[config.mk]
export PLATFORM = sky130hd
export DESIGN_NAME = bwt_output_gen_flat
export DESIGN_NICKNAME = d
export VERILOG_FILES = /design/src/rtl/bwt_output_gen_if.sv /design/src/rtl/bwt_output_gen.sv /design/src/flat_wrapper.sv
export SDC_FILE = /design/constraint.sdc
export NUM_CORES = 1
export LEC_CHECK = 0
export CAP_MARGIN = 0
export CORE_ASPECT_RATIO = 1.1
export CORE_MARGIN = 10
export CORE_UTILIZATION = 55
export DETAILED_ROUTE_END_ITERATION = 12
export GPL_TIMING_DRIVEN = 0
export PLACE_DENSITY = 0.94
export SYNTH_ARGS = -nofsm -noshare
export SYNTH_HDL_FRONTEND = slang
export SYNTH_SLANG_ARGS = --single-unit
[constraint.sdc]
create_clock -name clk -period 11.75 [get_ports clk]
set_clock_uncertainty 0.1 [all_clocks]
set_input_delay 1.175 -clock clk [delete_from_list [all_inputs] [get_ports clk]]
set_output_delay 1.175 -clock clk [all_outputs]
set_load 0.05 [all_outputs]
[src/rtl/bwt_output_gen_if.sv]
// BWT output stream interface: one L-column byte per beat, valid/ready handshake.
// The master (bwt_output_gen) drives data/idx/last/valid; the slave drives ready.
interface bwt_output_gen_if;
  logic       valid;
  logic       ready;
  logic [7:0] data;
  logic [7:0] idx;
  logic       last;

  modport master (output valid, data, idx, last, input ready);
  modport slave  (input valid, data, idx, last, output ready);
endinterface

[src/rtl/bwt_output_gen.sv]
// bwt_output_gen: final BWT stage. Streams L[i] = S[(SA[i]-1) mod N] and
// reports the primary index (row where SA[i]==0).
// Optional feature macro: BWT_DUP_CHECK_EN (duplicate suffix-array entry detection).
//
//   state  | meaning
//   IDLE   | waiting for start; inputs captured on start
//   LOAD   | one cycle, beat 0 computed into the output registers
//   STREAM | beats presented on valid/ready, next beat loaded on each transfer
//   DONE   | one-cycle done pulse, then back to IDLE
module bwt_output_gen #(
  parameter int STRING_LEN = 8
) (
  input  logic                clk,
  input  logic                rst_n,
  input  logic                start_i,
  input  logic [7:0]          input_string_i [STRING_LEN-1:0],
  input  logic [7:0]          suffixes_in_i  [STRING_LEN-1:0],
  bwt_output_gen_if.master    bwt,
  output logic                busy_o,
  output logic [7:0]          primary_idx_o,
  output logic                primary_valid_o,
  output logic                done_o,
  output logic                err_o
);

  localparam int         IW       = (STRING_LEN > 1) ? $clog2(STRING_LEN) : 1;
  localparam logic [7:0] N8       = 8'(STRING_LEN);
  localparam logic [7:0] LAST_IDX = 8'(STRING_LEN - 1);

  typedef enum logic [1:0] {ST_IDLE, ST_LOAD, ST_STREAM, ST_DONE} state_t;

  state_t     state_q;
  logic [7:0] s_q  [STRING_LEN-1:0];
  logic [7:0] sa_q [STRING_LEN-1:0];
  logic       valid_q, last_q, busy_q, done_q, err_q, pvalid_q, zero_seen_q;
  logic [7:0] data_q, idx_q, pidx_q;
`ifdef BWT_DUP_CHECK_EN
  logic [STRING_LEN-1:0] seen_q;
  logic                  beat_dup_d;
`endif

  logic [7:0]    gen_idx_d;
  logic [7:0]    sa_d;
  logic [IW-1:0] sa_m1_d;
  logic [7:0]    beat_data_d;
  logic          beat_range_err_d;
  logic          beat_zero_d;
  logic          xfer_d;
  logic          gen_fire_d;

  // Next-beat generation: index, wrapped source byte and per-beat error flags.
  always_comb begin
    xfer_d           = (state_q == ST_STREAM) && valid_q && bwt.ready;
    gen_fire_d       = (state_q == ST_LOAD) || (xfer_d && (idx_q != LAST_IDX));
    gen_idx_d        = (state_q == ST_LOAD) ? 8'd0 : idx_q + 8'd1;
    sa_d             = sa_q[gen_idx_d[IW-1:0]];
    sa_m1_d          = sa_d[IW-1:0] - IW'(1);
    beat_range_err_d = (sa_d >= N8);
    beat_zero_d      = (sa_d == 8'd0);
    beat_data_d      = 8'h00;
    if (!beat_range_err_d) begin
      if (beat_zero_d) beat_data_d = s_q[STRING_LEN-1];
      else             beat_data_d = s_q[sa_m1_d];
    end
`ifdef BWT_DUP_CHECK_EN
    beat_dup_d = !beat_range_err_d && seen_q[sa_d[IW-1:0]];
`endif
  end

  // Sequencer FSM with registered outputs; beat loading shared by LOAD and STREAM.
  always_ff @(posedge clk or negedge rst_n) begin
    if (!rst_n) begin
      state_q     <= ST_IDLE;
      for (int k = 0; k < STRING_LEN; k++) begin
        s_q[k]  <= 8'h00;
        sa_q[k] <= 8'h00;
      end
      valid_q     <= 1'b0;
      last_q      <= 1'b0;
      busy_q      <= 1'b0;
      done_q      <= 1'b0;
      err_q       <= 1'b0;
      pvalid_q    <= 1'b0;
      zero_seen_q <= 1'b0;
      data_q      <= 8'h00;
      idx_q       <= 8'h00;
      pidx_q      <= 8'h00;
`ifdef BWT_DUP_CHECK_EN
      seen_q      <= '0;
`endif
    end else begin
      case (state_q)
        ST_IDLE: begin
          done_q <= 1'b0;
          if (start_i) begin
            s_q         <= input_string_i;
            sa_q        <= suffixes_in_i;
            err_q       <= 1'b0;
            pvalid_q    <= 1'b0;
            pidx_q      <= 8'h00;
            zero_seen_q <= 1'b0;
            idx_q       <= 8'h00;
            busy_q      <= 1'b1;
`ifdef BWT_DUP_CHECK_EN
            seen_q      <= '0;
`endif
            state_q     <= ST_LOAD;
          end
        end
        ST_LOAD: begin
          valid_q <= 1'b1;
          state_q <= ST_STREAM;
        end
        ST_STREAM: begin
          if (xfer_d && (idx_q == LAST_IDX)) begin
            valid_q <= 1'b0;
            last_q  <= 1'b0;
            done_q  <= 1'b1;
            if (zero_seen_q) pvalid_q <= 1'b1;
            else             err_q    <= 1'b1;
            state_q <= ST_DONE;
          end
        end
        default: begin
          done_q  <= 1'b0;
          busy_q  <= 1'b0;
          state_q <= ST_IDLE;
        end
      endcase

      if (gen_fire_d) begin
        data_q <= beat_data_d;
        idx_q  <= gen_idx_d;
        last_q <= (gen_idx_d == LAST_IDX);
        if (beat_range_err_d) err_q <= 1'b1;
        if (!beat_range_err_d && beat_zero_d) begin
          zero_seen_q <= 1'b1;
          pidx_q      <= gen_idx_d;
        end
`ifdef BWT_DUP_CHECK_EN
        if (beat_dup_d) err_q <= 1'b1;
        if (!beat_range_err_d) seen_q[sa_d[IW-1:0]] <= 1'b1;
`endif
      end
    end
  end

  assign bwt.valid       = valid_q;
  assign bwt.data        = data_q;
  assign bwt.idx         = idx_q;
  assign bwt.last        = last_q;
  assign busy_o          = busy_q;
  assign done_o          = done_q;
  assign err_o           = err_q;
  assign primary_idx_o   = pidx_q;
  assign primary_valid_o = pvalid_q;

endmodule
[src/flat_wrapper.sv]
// flat-port wrapper written by rule: the top's interface ports become plain ports
module bwt_output_gen_flat 
#(
  parameter int STRING_LEN = 8
)
  (clk, rst_n, start_i, input_string_i, suffixes_in_i, busy_o, primary_idx_o, primary_valid_o, done_o, err_o, bwt_valid, bwt_data, bwt_idx, bwt_last, bwt_ready);
  bwt_output_gen_if bwt_i ();
  input  logic clk;
  input  logic rst_n;
  input  logic start_i;
  input  logic [7:0] input_string_i[STRING_LEN-1:0];
  input  logic [7:0] suffixes_in_i[STRING_LEN-1:0];
  output logic busy_o;
  output logic [7:0] primary_idx_o;
  output logic primary_valid_o;
  output logic done_o;
  output logic err_o;
  output wire logic [$bits(bwt_i.valid)-1:0] bwt_valid;
  output wire logic [$bits(bwt_i.data)-1:0] bwt_data;
  output wire logic [$bits(bwt_i.idx)-1:0] bwt_idx;
  output wire logic [$bits(bwt_i.last)-1:0] bwt_last;
  input wire logic [$bits(bwt_i.ready)-1:0] bwt_ready;
  assign bwt_valid = bwt_i.valid;
  assign bwt_data = bwt_i.data;
  assign bwt_idx = bwt_i.idx;
  assign bwt_last = bwt_i.last;
  assign bwt_i.ready = bwt_ready;
  bwt_output_gen #(.STRING_LEN(STRING_LEN)) u_core (.clk(clk), .rst_n(rst_n), .start_i(start_i), .input_string_i(input_string_i), .suffixes_in_i(suffixes_in_i), .bwt(bwt_i), .busy_o(busy_o), .primary_idx_o(primary_idx_o), .primary_valid_o(primary_valid_o), .done_o(done_o), .err_o(err_o));
endmodule
# ---- After elaboration in Yosys (flattened, before gate mapping)
# Cells that the tools add are included.
dict set report totals {
  reg_bits 161
  in_bits 132
  out_inout_bits 30
}
dict set report classes {
  n_bitwise 2
  n_mux 39
  n_lt_le_gt_ge 3
  n_reduce_logical 24
  addsub 2
  eq_ne 8
}
# cell count
set ops {}
lappend ops {{two-way mux 8 bit} 12}
lappend ops {{binary-select mux 8 bit (select 3 bit)} 2}
lappend ops {{two-way mux 1 bit} 17}
lappend ops {{== test 8 x 3 -> 1 bit, second input constant} 2}
lappend ops {{AND reduction 2 bit} 7}
lappend ops {{nonzero test 2 bit} 6}
lappend ops {{one-hot mux 1 bit (2 select lines)} 5}
lappend ops {{adder 8 x 1 -> 8 bit, second input constant} 1}
lappend ops {{greater-or-equal comparator 8 x 4 -> 1 bit, second input constant} 1}
lappend ops {{logical NOT 8 bit} 1}
lappend ops {{< comparator 3 x 4 -> 1 bit, second input constant} 2}
lappend ops {{inequality test 8 x 3 -> 1 bit, second input constant} 1}
lappend ops {{one-hot mux 2 bit (3 select lines)} 1}
lappend ops {{logical AND 1 bit} 5}
lappend ops {{two-way mux 2 bit} 2}
lappend ops {{inequality test 2 bit, second input constant} 2}
lappend ops {{AND reduction 4 bit} 1}
lappend ops {{subtractor 3 x 1 -> 3 bit, second input constant} 1}
lappend ops {{== test 2 x 1 -> 1 bit, second input constant} 1}
lappend ops {{== test 2 bit, second input constant} 1}
lappend ops {{logical NOT 2 bit} 1}
lappend ops {{inequality test 2 x 1 -> 1 bit, second input constant} 1}
lappend ops {{NOT 1 bit} 2}
lappend ops {{OR reduction 2 bit} 1}
lappend ops {{2 further kinds} 2}

# ---- Depth between registers and ports, before layout
# Gate-level depths: netlist of run 1.
dict set report depth {
  ltp_word 9
  mapped_depth 15
  mapped_depth_nobuf 11
}

# ---- Worst setup path before layout of run 1
# No wires, ideal clock.
dict set report synth_timing {
  path_kind {flip-flop to flip-flop}
  start {register u_core.idx_q[1], in the netlist u_core.bwt.idx[1]}
  end {register u_core.data_q[4], in the netlist u_core.bwt.data[4]}
  path_slack_ns 7.511
  required_time_ns 11.528
  setup_time_ns 0.122
  arrival_time_ns 4.018
  path_buffers 3
  path_stages_with_launch 15
  cell_sequence {dfrtp_1 ha_1 xnor2_1 buf_2 nor2_1 mux2i_1 a2111oi_0 a21oi_1 ha_1 buf_1 clkbuf_1 mux4_2 nand2_1 nand3_1 a32o_1}
}
dict set report synth_via {
  elab_chain_len 9
  word_cells_on_any_way 14
}
# item line
set synth_lines {}
lappend synth_lines {{start, declared} bwt_output_gen.sv:36} ;# logic [7:0] data_q, idx_q, pidx_q;
lappend synth_lines {{start signal, assigned} bwt_output_gen.sv:133} ;# idx_q <= gen_idx_d;
lappend synth_lines {{adder 8 x 1 -> 8 bit} bwt_output_gen.sv:55} ;# gen_idx_d = (state_q == ST_LOAD) ? 8'd0 : idx_q + 8'd1;
lappend synth_lines {{two-way mux 8 bit} bwt_output_gen.sv:55}
lappend synth_lines {{binary-select mux 8 bit (select 3 bit)} bwt_output_gen.sv:56} ;# sa_d = sa_q[gen_idx_d[IW-1:0]];
lappend synth_lines {{two-way mux 8 bit (implied by the code)} bwt_output_gen.sv:56}
lappend synth_lines {{subtractor 3 x 1 -> 3 bit} bwt_output_gen.sv:57} ;# sa_m1_d = sa_d[IW-1:0] - IW'(1);
lappend synth_lines {{binary-select mux 8 bit (select 3 bit)} bwt_output_gen.sv:63} ;# else beat_data_d = s_q[sa_m1_d];
lappend synth_lines {{two-way mux 8 bit (implied by the code)} bwt_output_gen.sv:63}
lappend synth_lines {{two-way mux 8 bit} bwt_output_gen.sv:62} ;# if (beat_zero_d) beat_data_d = s_q[STRING_LEN-1];
lappend synth_lines {{two-way mux 8 bit} bwt_output_gen.sv:61} ;# if (!beat_range_err_d) begin
lappend synth_lines {{end signal, assigned} bwt_output_gen.sv:132} ;# data_q <= beat_data_d;
lappend synth_lines {{end, declared} bwt_output_gen.sv:36}
# Several ways; a longest one is shown, not always the timed one. The select of a mux whose other input is x is not followed.
# A chain may end at the register's enable or synchronous reset.

# ---- Worst setup path after layout of run 1
dict set report layout_timing {
  start {register u_core.state_q[1]}
  end {register u_core.data_q[4], in the netlist u_core.bwt.data[4]}
}
dict set report layout_via {
  elab_chain_len 9
  word_cells_on_any_way 16
}
# item line
set layout_lines {}
lappend layout_lines {{start, declared} bwt_output_gen.sv:32} ;# state_t state_q;
lappend layout_lines {{start signal, assigned} bwt_output_gen.sv:73} ;# state_q <= ST_IDLE;
lappend layout_lines {{start signal, assigned} bwt_output_gen.sv:107} ;# state_q <= ST_LOAD;
lappend layout_lines {{start signal, assigned} bwt_output_gen.sv:112} ;# state_q <= ST_STREAM;
lappend layout_lines {{== test 2 x 1 -> 1 bit} {bwt_output_gen.sv:54, bwt_output_gen.sv:55}}
lappend layout_lines {{two-way mux 8 bit} bwt_output_gen.sv:55}
lappend layout_lines {{binary-select mux 8 bit (select 3 bit)} bwt_output_gen.sv:56}
lappend layout_lines {{two-way mux 8 bit (implied by the code)} bwt_output_gen.sv:56}
lappend layout_lines {{subtractor 3 x 1 -> 3 bit} bwt_output_gen.sv:57}
lappend layout_lines {{binary-select mux 8 bit (select 3 bit)} bwt_output_gen.sv:63}
lappend layout_lines {{two-way mux 8 bit (implied by the code)} bwt_output_gen.sv:63}
lappend layout_lines {{two-way mux 8 bit} bwt_output_gen.sv:62}
lappend layout_lines {{two-way mux 8 bit} bwt_output_gen.sv:61}
# Several ways; a longest one is shown, not always the timed one. The select of a mux whose other input is x is not followed.

==> impl_metrics.env, run 1 <==
export IMPL_slew_viol_final=0
export IMPL_routabilityCongestion=0.9075
export IMPL_crit_required_ns=11.97
export IMPL_drtAntennaViolNets=0
export IMPL_cts_tree="built"
export IMPL_worst_hold_path_type="reg -> reg"
export IMPL_vdd_drop_max_v=0.0001780
export IMPL_worstSetupPathType="reg -> reg"
export IMPL_grt_max_degree=105
export IMPL_vias=5678
export IMPL_cp_num_buf_inv=5
export IMPL_cts_buffers=17
export IMPL_cts_root_buf="clkbuf_16"
export IMPL_rsz0062_at_grt="false"
export IMPL_p_leak_nw=4.080
export IMPL_synthTopCellsByArea="dfrtp_1 (55%), mux2_2 (20%), mux4_2 (5.2%)"
export IMPL_ys_flop_type="dfrtp_1"
export IMPL_grt_pass1_wl_um=33800
export IMPL_yosys_warnings=0
export IMPL_hold_path_depth=1
export IMPL_setup_violations=0
export IMPL_dieWidth_um=130.1
export IMPL_ys_seq_area_share_pct=54.94
export IMPL_worst_slew_pin_slew_ns=0.9525
export IMPL_placedCellCount=886
export IMPL_grt_overflow=0
export IMPL_fin_tns_setup_ns=0
export IMPL_power_density_nw_per_um2=317.5
export IMPL_post_synth_most_frequent_cells="dfrtp_1 (161), mux2_2 (129), nand2_1 (53)"
export IMPL_post_drt_via_cell_ratio=6.178
export IMPL_yosysTopAreaCell="dfrtp_1"
export IMPL_ctsResizeCount=0
export IMPL_startpoint_type="register"
export IMPL_regArea_um2=4029
export IMPL_yosysTopAreaCellShare_pct=54.94
export IMPL_netlist_area_um2=7333
export IMPL_firstDrtPassIters=5
export IMPL_drc_errors=0
export IMPL_yosysUniqueCellTypes=48
export IMPL_cp_top_family="buffers and inverters"
export IMPL_crit_top_cell="clkbuf_1"
export IMPL_post_dp_cell_area_um2=9165
export IMPL_htreeDepth=4
export IMPL_worstSetupPathDepth=15
export IMPL_syn_avg_cell_area_um2=13.00
export IMPL_rows=44
export IMPL_crit_path_max_incr_delay_ns=0.60
export IMPL_worstPathArrival_ns=5.63
export IMPL_synthCells=564
export IMPL_nFillCells=810
export IMPL_multi_input_area_um2=3118
export IMPL_relSlewSlack_pct=36.50
export IMPL_cts_sinks=161
export IMPL_final_cells=919
export IMPL_port_buffers=160
export IMPL_initialDrtViolationCount=616
export IMPL_dp_hpwl_um=15740
export IMPL_die_h_um=141.1
export IMPL_cts_clk_slew_worst_paths_ns=0.07
export IMPL_maxCapViolCount=0
export IMPL_outcome="finished, final reports clean"
export IMPL_synth_net_count=702
export IMPL_postCtsHoldBufs=0
export IMPL_hold_viol=0
export IMPL_antenna_found_initial=2
export IMPL_crit_start="u_core.state_q[1]"
export IMPL_async_flop_share_pct=100.0
export IMPL_nets=882
export IMPL_synthMostInstantiatedCell="dfrtp_1"
export IMPL_r2r_cells=15
export IMPL_drt_wl_total_um=21520
export IMPL_io_pins=162
export IMPL_syn_to_final_growth_pct=32.84
export IMPL_crit_chain="inv_1, ha_1, clkbuf_1, clkbuf_1, nor2_1, mux2i_1, a2111oi_0, a21oi_1, ha_1, buf_1, clkbuf_1, mux4_2, nand2_1, nand3_1, a32o_1"
export IMPL_drive_gt1_share_pct=24.97
export IMPL_r2r_end="u_core.bwt.data[4]"
export IMPL_whs_ns=0.3962
export IMPL_synth_edf_count=0
export IMPL_crit_path_end_kind="register"
export IMPL_crit_reg2reg_launch="u_core.state_q[1]"
export IMPL_ff2ff_setup_slack_ns=6.34
export IMPL_clk_latency_ns=0.43
export IMPL_crit_fanout=10
export IMPL_fin_crit_ns=5.411
export IMPL_first_global_vias=6212
export IMPL_power_mw=3.093
export IMPL_cp_slowest_cell="clkbuf_1"
export IMPL_wl_per_cell_um=23.41
export IMPL_ys_seq_elements=161
export IMPL_final_area_um2=9742
export IMPL_period_share_pct=46.05
export IMPL_crit_path_end="u_core.bwt.data[4]"
export IMPL_initial_core_util_pct=55.73
export IMPL_cts_setup_buffers=0
export IMPL_dieArea_um2=18360
export IMPL_grt_usage_pct=24.06
export IMPL_cts_path_max_buffers=2
export IMPL_fmax_mhz=184.8
export IMPL_coreArea_um2=13160
-- cell families (layout without fill, tap and decap cells) --
logic type | Yosys count | after routing | synth area share [%]
compound gates | 75 | 75 | 7.013
xor+xnor | 6 | 6 | 0.7166
fa+ha+maj | 6 | 6 | 1.024
buf+inv | 41 | 234 | 2.542
flops | 161 | 161 | 54.94
mux | 154 | 154 | 26.12
other cells | 0 | 1 | 0
simple gates | 121 | 121 | 7.644
-- worst reg2reg max path, cell delays in order, from the launching register on --
cell	delay [ns]
dfrtp_1	0.42
inv_1	0.10
ha_1	0.27
clkbuf_1	0.38
clkbuf_1	0.49
nor2_1	0.26
mux2i_1	0.18
a2111oi_0	0.47
a21oi_1	0.18
ha_1	0.34
buf_1	0.45
clkbuf_1	0.60
mux4_2	0.60
nand2_1	0.09
nand3_1	0.10
a32o_1	0.27
-- power breakdown --
part | switching, mW | internal, mW | total [mW]
Clock | 0.219 | 0.322 | 0.541
Sequential | 0.149 | 0.803 | 0.952
Combinational | 0.846 | 0.754 | 1.60
-- cells in the final DEF, fill, tap and decap left out, types with 3 or more instances in the layout --
master / n
o22ai_1: 3
nand2b_1: 3
nor3_1: 9
ha_1: 6
o21ai_0: 14
nand3_1: 18
a31oi_1: 3
xnor2_1: 4
and3_1: 3
mux4_2: 17
nor4_1: 6
buf_2: 4
a211oi_1: 3
o211ai_1: 3
dfrtp_1: 161
buf_1: 8
nand2_1: 53
a21oi_1: 24
clkdlybuf4s50_1: 159
clkbuf_1: 20
clkbuf_16: 17
clkinv_2: 5
nor2b_1: 4
inv_1: 8
a22o_1: 4
a32o_1: 7
mux2_2: 129
nor2_1: 15
mux2i_1: 8
-- registers in the layout, summed over array words and instances (netlist names) --
signal and count:
u_core.s_q 64, u_core.sa_q 64, u_core.bwt.data 8, u_core.bwt.idx 8
u_core.primary_idx_o 8, u_core.state_q 2, u_core.busy_o 1, u_core.bwt.last 1
u_core.bwt.valid 1, u_core.done_o 1, u_core.err_o 1, u_core.primary_valid_o 1
u_core.zero_seen_q 1
-- area by class of cell --
type / count / share of cell area, %
Antenna cell: 1 / 0.02569
Buffer: 32 / 1.567
Clock buffer: 22 / 4.765
Clock inverter: 10 / 1.130
Inverter: 9 / 0.3468
Multi-Input combinational cell: 362 / 32.01
Sequential cell: 161 / 41.36
Tap cell: 161 / 2.068
Timing Repair Buffer: 161 / 16.74
-- worst min path at each step --
stage	startpoint	endpoint	slack, ns
floorplan	u_core.sa_q[63]	u_core.sa_q[63]	0.37
global placement	u_core.bwt.data[1]	u_core.bwt.data[1]	0.38
detailed placement	u_core.bwt.data[1]	u_core.bwt.data[1]	0.38
CTS	u_core.bwt.data[1]	u_core.bwt.data[1]	0.40
global route	u_core.s_q[9]	u_core.s_q[9]	0.41
finish	u_core.bwt.data[1]	u_core.bwt.data[1]	0.40
-- metal layers --
| layer | up-vias | routed length, um | part of all wire [%] | track usage (%) |
|---|---|---|---|---|
| met4 | 2 | 1222 | 5.7 | 15.70 |
| met3 | 84 | 1487 | 6.9 | 5.814 |
| li1 | 2422 | - | - | - |
| met5 | - | 8 | 0.037 | 0 |
| met2 | 320 | 11150 | 52 | 39.91 |
| met1 | 2850 | 7650 | 36 | 26.88 |
-- stage by stage --
step	util, %	setup slack (ns)
after floorplan	-	7.511
after global placement	69.44	3.344
after detailed placement	69.66	6.431
after CTS	74.02	6.380
after global routing	74.04	5.901
final	74.04	6.339
No activity file was read; power rests on OpenSTA's default activity.
==> run 2: changes to the inputs <==
--- a/config.mk
+++ b/config.mk
@@ -8,10 +8,10 @@
 export CAP_MARGIN = 0
 export CORE_ASPECT_RATIO = 1.1
 export CORE_MARGIN = 10
-export CORE_UTILIZATION = 55
+export CORE_UTILIZATION = 46
 export DETAILED_ROUTE_END_ITERATION = 12
 export GPL_TIMING_DRIVEN = 0
-export PLACE_DENSITY = 0.94
+export PLACE_DENSITY = 0.85
 export SYNTH_ARGS = -nofsm -noshare
 export SYNTH_HDL_FRONTEND = slang
 export SYNTH_SLANG_ARGS = --single-unit
==> constraint.sdc (replaced) <==
create_clock -name clk -period 4.6 [get_ports clk]
set_clock_uncertainty 0.1 [all_clocks]
set_input_delay 0.46 -clock clk [delete_from_list [all_inputs] [get_ports clk]]
set_output_delay 0.46 -clock clk [all_outputs]
set_load 0.05 [all_outputs]
==> run 2 against run 1 <==
  * Worst setup slack worse by 6.0 ns
  * Count of clock-buffer cells in the layout is 2 lower
  * Sequential share of layout area is 0.15 points lower
  * Utilization is 12 points lower
  * Clock power is 140% higher
  * Final cell count is 4.0% higher
  * Combinational power grew to 2.5 times the previous value
  * Fmax is 27% higher
  * Sequential power grew to 2.5 times the previous value
  * Power grew to 2.5 times the previous value
  * Critical path depth is 1 lower
  * Critical endpoint unchanged
==> impl_metrics.env, run 2 (synthesis results as in run 1) <==
export IMPL_outcome="finished, final reports clean"
export IMPL_grt_pass1_wl_um=32750
export IMPL_setup_ws_ns=0.3349
export IMPL_hold_viol=0
export IMPL_worstSetupPathType="reg -> reg"
export IMPL_crit_reg2reg_launch="u_core.state_q[1]"
export IMPL_switching_share_pct=38.39
export IMPL_fin_tns_setup_ns=0
export IMPL_nets=882
export IMPL_startpoint_type="register"
export IMPL_final_cell_mix="dfrtp_1 (161), clkdlybuf4s50_1 (159), mux2_2 (129)"
export IMPL_p_sw_mw=2.972
export IMPL_dieArea_um2=21400
export IMPL_r2r_cells=14
export IMPL_p_leak_nw=4.076
export IMPL_ff2ff_setup_slack_ns=0.33
export IMPL_crit_fanout=10
export IMPL_cts_sinks=161
export IMPL_setup_violations=0
export IMPL_worst_hold_path_type="reg -> reg"
export IMPL_coreArea_um2=15680
export IMPL_clk_latency_ns=0.43
export IMPL_rows=48
export IMPL_drc_errors=0
export IMPL_crit_start="u_core.state_q[1]"
export IMPL_wl_per_cell_um=21.62
export IMPL_pre_cts_ws_ns=-0.5643
export IMPL_maxCapViolCount=0
export IMPL_cts_buffers=17
export IMPL_antenna_found_initial=1
export IMPL_vias=5439
export IMPL_crit_required_ns=4.82
export IMPL_r2r_end="u_core.bwt.data[4]"
export IMPL_initial_core_util_pct=46.78
export IMPL_pwr_share_clk_pct=17.1
export IMPL_vdd_drop_max_v=0.0003727
export IMPL_power_density_nw_per_um2=791.7
export IMPL_io_pins=162
export IMPL_grt_max_degree=82
export IMPL_post_drt_via_cell_ratio=5.689
export IMPL_routabilityCongestion=0.8231
export IMPL_first_global_vias=6001
export IMPL_firstDrtPassIters=5
export IMPL_internal_power_mw=4.769
export IMPL_worstPathArrival_ns=4.48
export IMPL_layout_commonest_cell="dfrtp_1"
export IMPL_grt_usage_pct=19.23
export IMPL_cts_path_max_buffers=2
export IMPL_worst_slew_pin_slew_ns=0.9031
export IMPL_cts_setup_buffers=0
export IMPL_period_share_pct=92.72
export IMPL_largestRegisters="u_core.s_q (64), u_core.sa_q (64)"
export IMPL_grt_overflow=0
export IMPL_drtAntennaViolNets=0
export IMPL_die_h_um=152.4
export IMPL_cts_clk_slew_worst_paths_ns=0.06
export IMPL_slew_viol_final=0
export IMPL_crit_path_end_kind="register"
export IMPL_drive_gt1_share_pct=25.70
export IMPL_htreeDepth=4
export IMPL_power_mw=7.741
export IMPL_cts_root_buf="clkbuf_16"
export IMPL_syn_to_final_growth_pct=33.34
export IMPL_fin_crit_ns=4.265
export IMPL_relSlewSlack_pct=39.79
export IMPL_fmax_mhz=234.5
export IMPL_initialDrtViolationCount=350
export IMPL_power_frac_seq_pct=31.1
export IMPL_port_buffers=160
export IMPL_dp_hpwl_um=15550
export IMPL_p_comb_share_pct=51.7
export IMPL_crit_path_end="u_core.bwt.data[4]"
export IMPL_dieWidth_um=140.4
export IMPL_drt_wl_total_um=20670
export IMPL_rsz0062_at_grt="false"
export IMPL_cts_tree="built"
-- run 2: what timing repair did --
item | CTS | global route
endpoints found under the setup margin | 8 | 8
gates resized for setup | 3 | 5
hold buffers | 1 | 0
hold endpoints to repair | 1 | 0
-- run 2: worst min-delay path by stage --
stage / start / endpoint / slack, ns / cells past startpoint
final: u_core.bwt.data[7] / u_core.bwt.data[7] / 0.40 / 1
after global routing: u_core.bwt.data[7] / u_core.bwt.data[7] / 0.42 / 1
after CTS: u_core.sa_q[2] / u_core.sa_q[2] / 0.40 / 1
after detailed placement: u_core.bwt.data[7] / u_core.bwt.data[7] / 0.39 / 1
after global placement: u_core.bwt.data[1] / u_core.bwt.data[1] / 0.38 / 1
after floorplan: rst_n / u_core.busy_o / 0.06 / 0
-- run 2: power by group through the flow --
stage | combinational [mW] | sequential (mW) | clock [mW]
3_3_place_gp | 3.83 | 2.36 | 0
2_1_floorplan | 2.83 | 2.43 | 0
6_report | 4.00 | 2.41 | 1.32
3_5_place_dp | 3.95 | 2.42 | 0
4_1_cts | 3.99 | 2.40 | 1.33
5_1_grt | 4.34 | 2.48 | 1.40
-- run 2: layout make-up --
cell class | instances | area (um^2)
antenna | 1 | 2.502
inverter | 9 | 33.78
clock inverter | 10 | 87.58
multi-input combinational | 362 | 3123
clock buffer | 20 | 456.7
timing repair buffer | 162 | 1640
buffer | 31 | 155.1
fill | 1174 | 5897
sequential | 161 | 4029
tap | 200 | 250.2
-- run 2: critical path: stages (launching register included) --
cell and delay (ns):
dfrtp_1 0.42, inv_1 0.09, ha_1 0.26, clkbuf_2 0.23, clkbuf_2 0.25, nor2_2 0.30, mux2i_1 0.11, a2111oi_0 0.44
a21oi_1 0.15, ha_2 0.54, clkbuf_4 0.30, mux4_2 0.53, nand2_1 0.09, nand3_1 0.08, a32o_1 0.25
-- run 2: layer usage --
| layer | GRT usage, % | vias up | share of wire [%] |
|---|---|---|---|
| met2 | 31.56 | 206 | 50 |
| li1 | - | 2412 | - |
| met1 | 22.91 | 2781 | 40 |
| met3 | 5.393 | 40 | 6.2 |
| met5 | 0 | - | 0 |
| met4 | 8.563 | 0 | 3.4 |
-- run 2: through the flow --
step           cells  hold WS, ns  utilization, %  instance area (um^2)
5_1_grt          955       0.4166           62.36                  9776
4_1_cts          955       0.4008           62.32                  9769
6_report         956       0.3957           62.38                  9778
3_3_place_gp     924       0.3779           58.60                  9185
3_5_place_dp     925       0.3873           58.78                  9214
2_1_floorplan    564      0.06441               -                  7333
==> run 3: changes to the inputs <==
--- a/config.mk
+++ b/config.mk
@@ -7,7 +7,7 @@
 export LEC_CHECK = 0
 export CAP_MARGIN = 0
 export CORE_ASPECT_RATIO = 1.1
-export CORE_MARGIN = 10
+export CORE_MARGIN = 2
 export CORE_UTILIZATION = 46
 export DETAILED_ROUTE_END_ITERATION = 12
 export GPL_TIMING_DRIVEN = 0
==> run 3 against run 2 <==
  * Highest routed layer unchanged
  * Register-to-register slack worse by 0.02 ns
  * Combinational power about the same
  * Sequential power barely moved
  * Critical path type unchanged
  * Clock power up 21%
  * Final cell count grew 0.10%
  * Count of clock-buffer cells in the layout down 1
  * Largest power group unchanged
  * Fmax down 0.53%
  * Sequential share of layout area is 0.49 points lower
  * Power grew 3.9%
  * Via count is 0.75% higher
==> impl_metrics.env, run 3 (synthesis results as in run 1) <==
export IMPL_outcome="finished, final reports clean"
export IMPL_switching_share_pct=37.65
export IMPL_crit_fanout=10
export IMPL_worst_slew_pin_slew_ns=0.8564
export IMPL_drive_gt1_share_pct=25.76
export IMPL_multi_input_area_um2=3123
export IMPL_grt_max_degree=87
export IMPL_worstSetupPathType="reg -> reg"
export IMPL_vdd_drop_max_v=0.0004229
export IMPL_worstPathArrival_ns=4.50
export IMPL_startpoint_type="register"
export IMPL_regArea_um2=4029
export IMPL_fin_crit_ns=4.288
export IMPL_internal_power_mw=5.016
export IMPL_initialDrtViolationCount=477
export IMPL_io_pins=162
export IMPL_die_h_um=136.4
export IMPL_clk_latency_ns=0.43
export IMPL_p_leak_nw=4.121
export IMPL_port_buffers=160
export IMPL_nets=882
export IMPL_setup_violations=0
export IMPL_min_from="start_i"
export IMPL_fmax_mhz=233.2
export IMPL_grt_usage_pct=23.59
export IMPL_p_comb_share_pct=50.1
export IMPL_ff2ff_setup_slack_ns=0.31
export IMPL_vias=5480
export IMPL_drt_wl_total_um=19610
export IMPL_antenna_cells=0
export IMPL_hold_viol=0
export IMPL_rsz0062_at_grt="false"
export IMPL_dieWidth_um=124.4
export IMPL_slew_viol_final=0
export IMPL_wl_per_cell_um=20.49
export IMPL_crit_required_ns=4.81
export IMPL_cts_sinks=161
export IMPL_maxCapViolCount=0
export IMPL_rows=48
export IMPL_cts_path_max_buffers=2
export IMPL_p_sw_mw=3.029
export IMPL_htreeDepth=4
export IMPL_relSlewSlack_pct=42.91
export IMPL_syn_to_final_growth_pct=34.94
export IMPL_fin_tns_setup_ns=0
export IMPL_r2r_cells=14
export IMPL_worst_hold_path_type="in -> reg"
export IMPL_cts_clk_slew_worst_paths_ns=0.06
export IMPL_dieArea_um2=16970
export IMPL_layout_commonest_cell="dfrtp_1"
export IMPL_antenna_found_initial=0
export IMPL_crit_chain="inv_1, ha_1, clkbuf_2, clkbuf_2, nor2_2, mux2i_1, a2111oi_0, a21oi_1, ha_2, buf_2, mux4_2, nand2_1, nand3_1, a32o_1"
export IMPL_pwr_share_clk_pct=19.9
export IMPL_cp_slowest_cell="ha_2"
export IMPL_routabilityCongestion=0.8472
export IMPL_grt_overflow=0
export IMPL_crit_start="u_core.state_q[1]"
export IMPL_grt_pass1_wl_um=30750
export IMPL_initial_core_util_pct=46.78
export IMPL_cts_tree="built"
export IMPL_final_cell_mix="dfrtp_1 (161), clkdlybuf4s50_1 (159), mux2_2 (129)"
export IMPL_crit_top_cell="clkbuf_2"
export IMPL_drtAntennaViolNets=0
export IMPL_largestRegisters="u_core.s_q (64), u_core.sa_q (64)"
export IMPL_power_mw=8.046
export IMPL_hold_path_depth=3
export IMPL_period_share_pct=93.21
export IMPL_post_drt_via_cell_ratio=5.726
export IMPL_crit_reg2reg_launch="u_core.state_q[1]"
export IMPL_power_frac_seq_pct=30.0
export IMPL_cts_buffers=17
export IMPL_dp_hpwl_um=14130
export IMPL_crit_path_end_kind="register"
export IMPL_firstDrtPassIters=5
export IMPL_first_global_vias=5784
export IMPL_drc_errors=0
export IMPL_cts_root_buf="clkbuf_16"
export IMPL_coreArea_um2=15680
export IMPL_crit_path_max_incr_delay_ns=0.54
export IMPL_nFillCells=1153
export IMPL_post_route_util_pct=63.13
export IMPL_power_density_nw_per_um2=813.0
export IMPL_cts_setup_buffers=0
run 3: changes by cell type in the layout (fill, tap and decap cells not counted), sizes merged:
cell / delta
bufinv: +5
clkinv: -3
clkbuf: -2
buf: +1
clkinvlp: +1
diode: -1
run 3: layer usage:
layer	share of wire, %	track usage [%]
met5	0	0
met4	3.5	9.863
met3	5.7	5.549
met2	51	40.86
met1	39	28.54
run 3: power by group through the flow:
stage | Combinational (mW) | Sequential (mW) | Clock (mW)
global route | 4.33 | 2.47 | 1.67
CTS | 4.03 | 2.40 | 1.62
floorplan | 2.83 | 2.43 | 0
detailed placement | 3.95 | 2.42 | 0
finish | 4.03 | 2.41 | 1.60
global placement | 3.83 | 2.36 | 0
run 3: layout make-up:
class	count	share of cell area (%)
Buffer	31	1.543
Clock buffer	19	4.375
Clock inverter	13	2.364
Inverter	9	0.3414
Multi-Input combinational cell	362	31.56
Sequential cell	161	40.71
Tap cell	200	2.529
Timing Repair Buffer	162	16.58
run 3: metrics by stage:
stage               hold slack (ns)  instances  setup slack (ns)  cell area (um^2)
finish                       0.3994        957            0.3124              9896
global route                 0.4151        957          0.005991              9896
CTS                          0.3921        957           0.09384              9892
detailed placement           0.3845        925           -0.5553              9214
global placement             0.3779        924            -3.108              9185
floorplan                   0.06441        564            0.3607              7333
run 3: final timing paths:
| path | endpoint |
|---|---|
| max | u_core.bwt.data[4] |
| min | u_core.busy_o |
| max reg2reg | u_core.bwt.data[4] |
| min reg2reg | u_core.s_q[6] |
| max in group asynchronous | u_core.bwt.data[7] |
| min in group asynchronous | u_core.sa_q[13] |
run 3: critical path: cells and delay by family, from the launching register on:
kind | cells | cell delay [ns]
AOI/OAI and AO/OA | 3 | 0.87
adders and majority gates | 2 | 0.80
buffers and inverters | 4 | 0.90
DFF | 1 | 0.40
muxes | 2 | 0.65
and+or+nand+nor | 3 | 0.46
run 3: timing repair:
item / in CTS / in global routing
hold buffers: 1 / 0
resized for setup: 3 / 4
pin swaps: 0 / 0
hold endpoints to repair: 59 / 0
endpoints found under the setup margin: 8 / 8
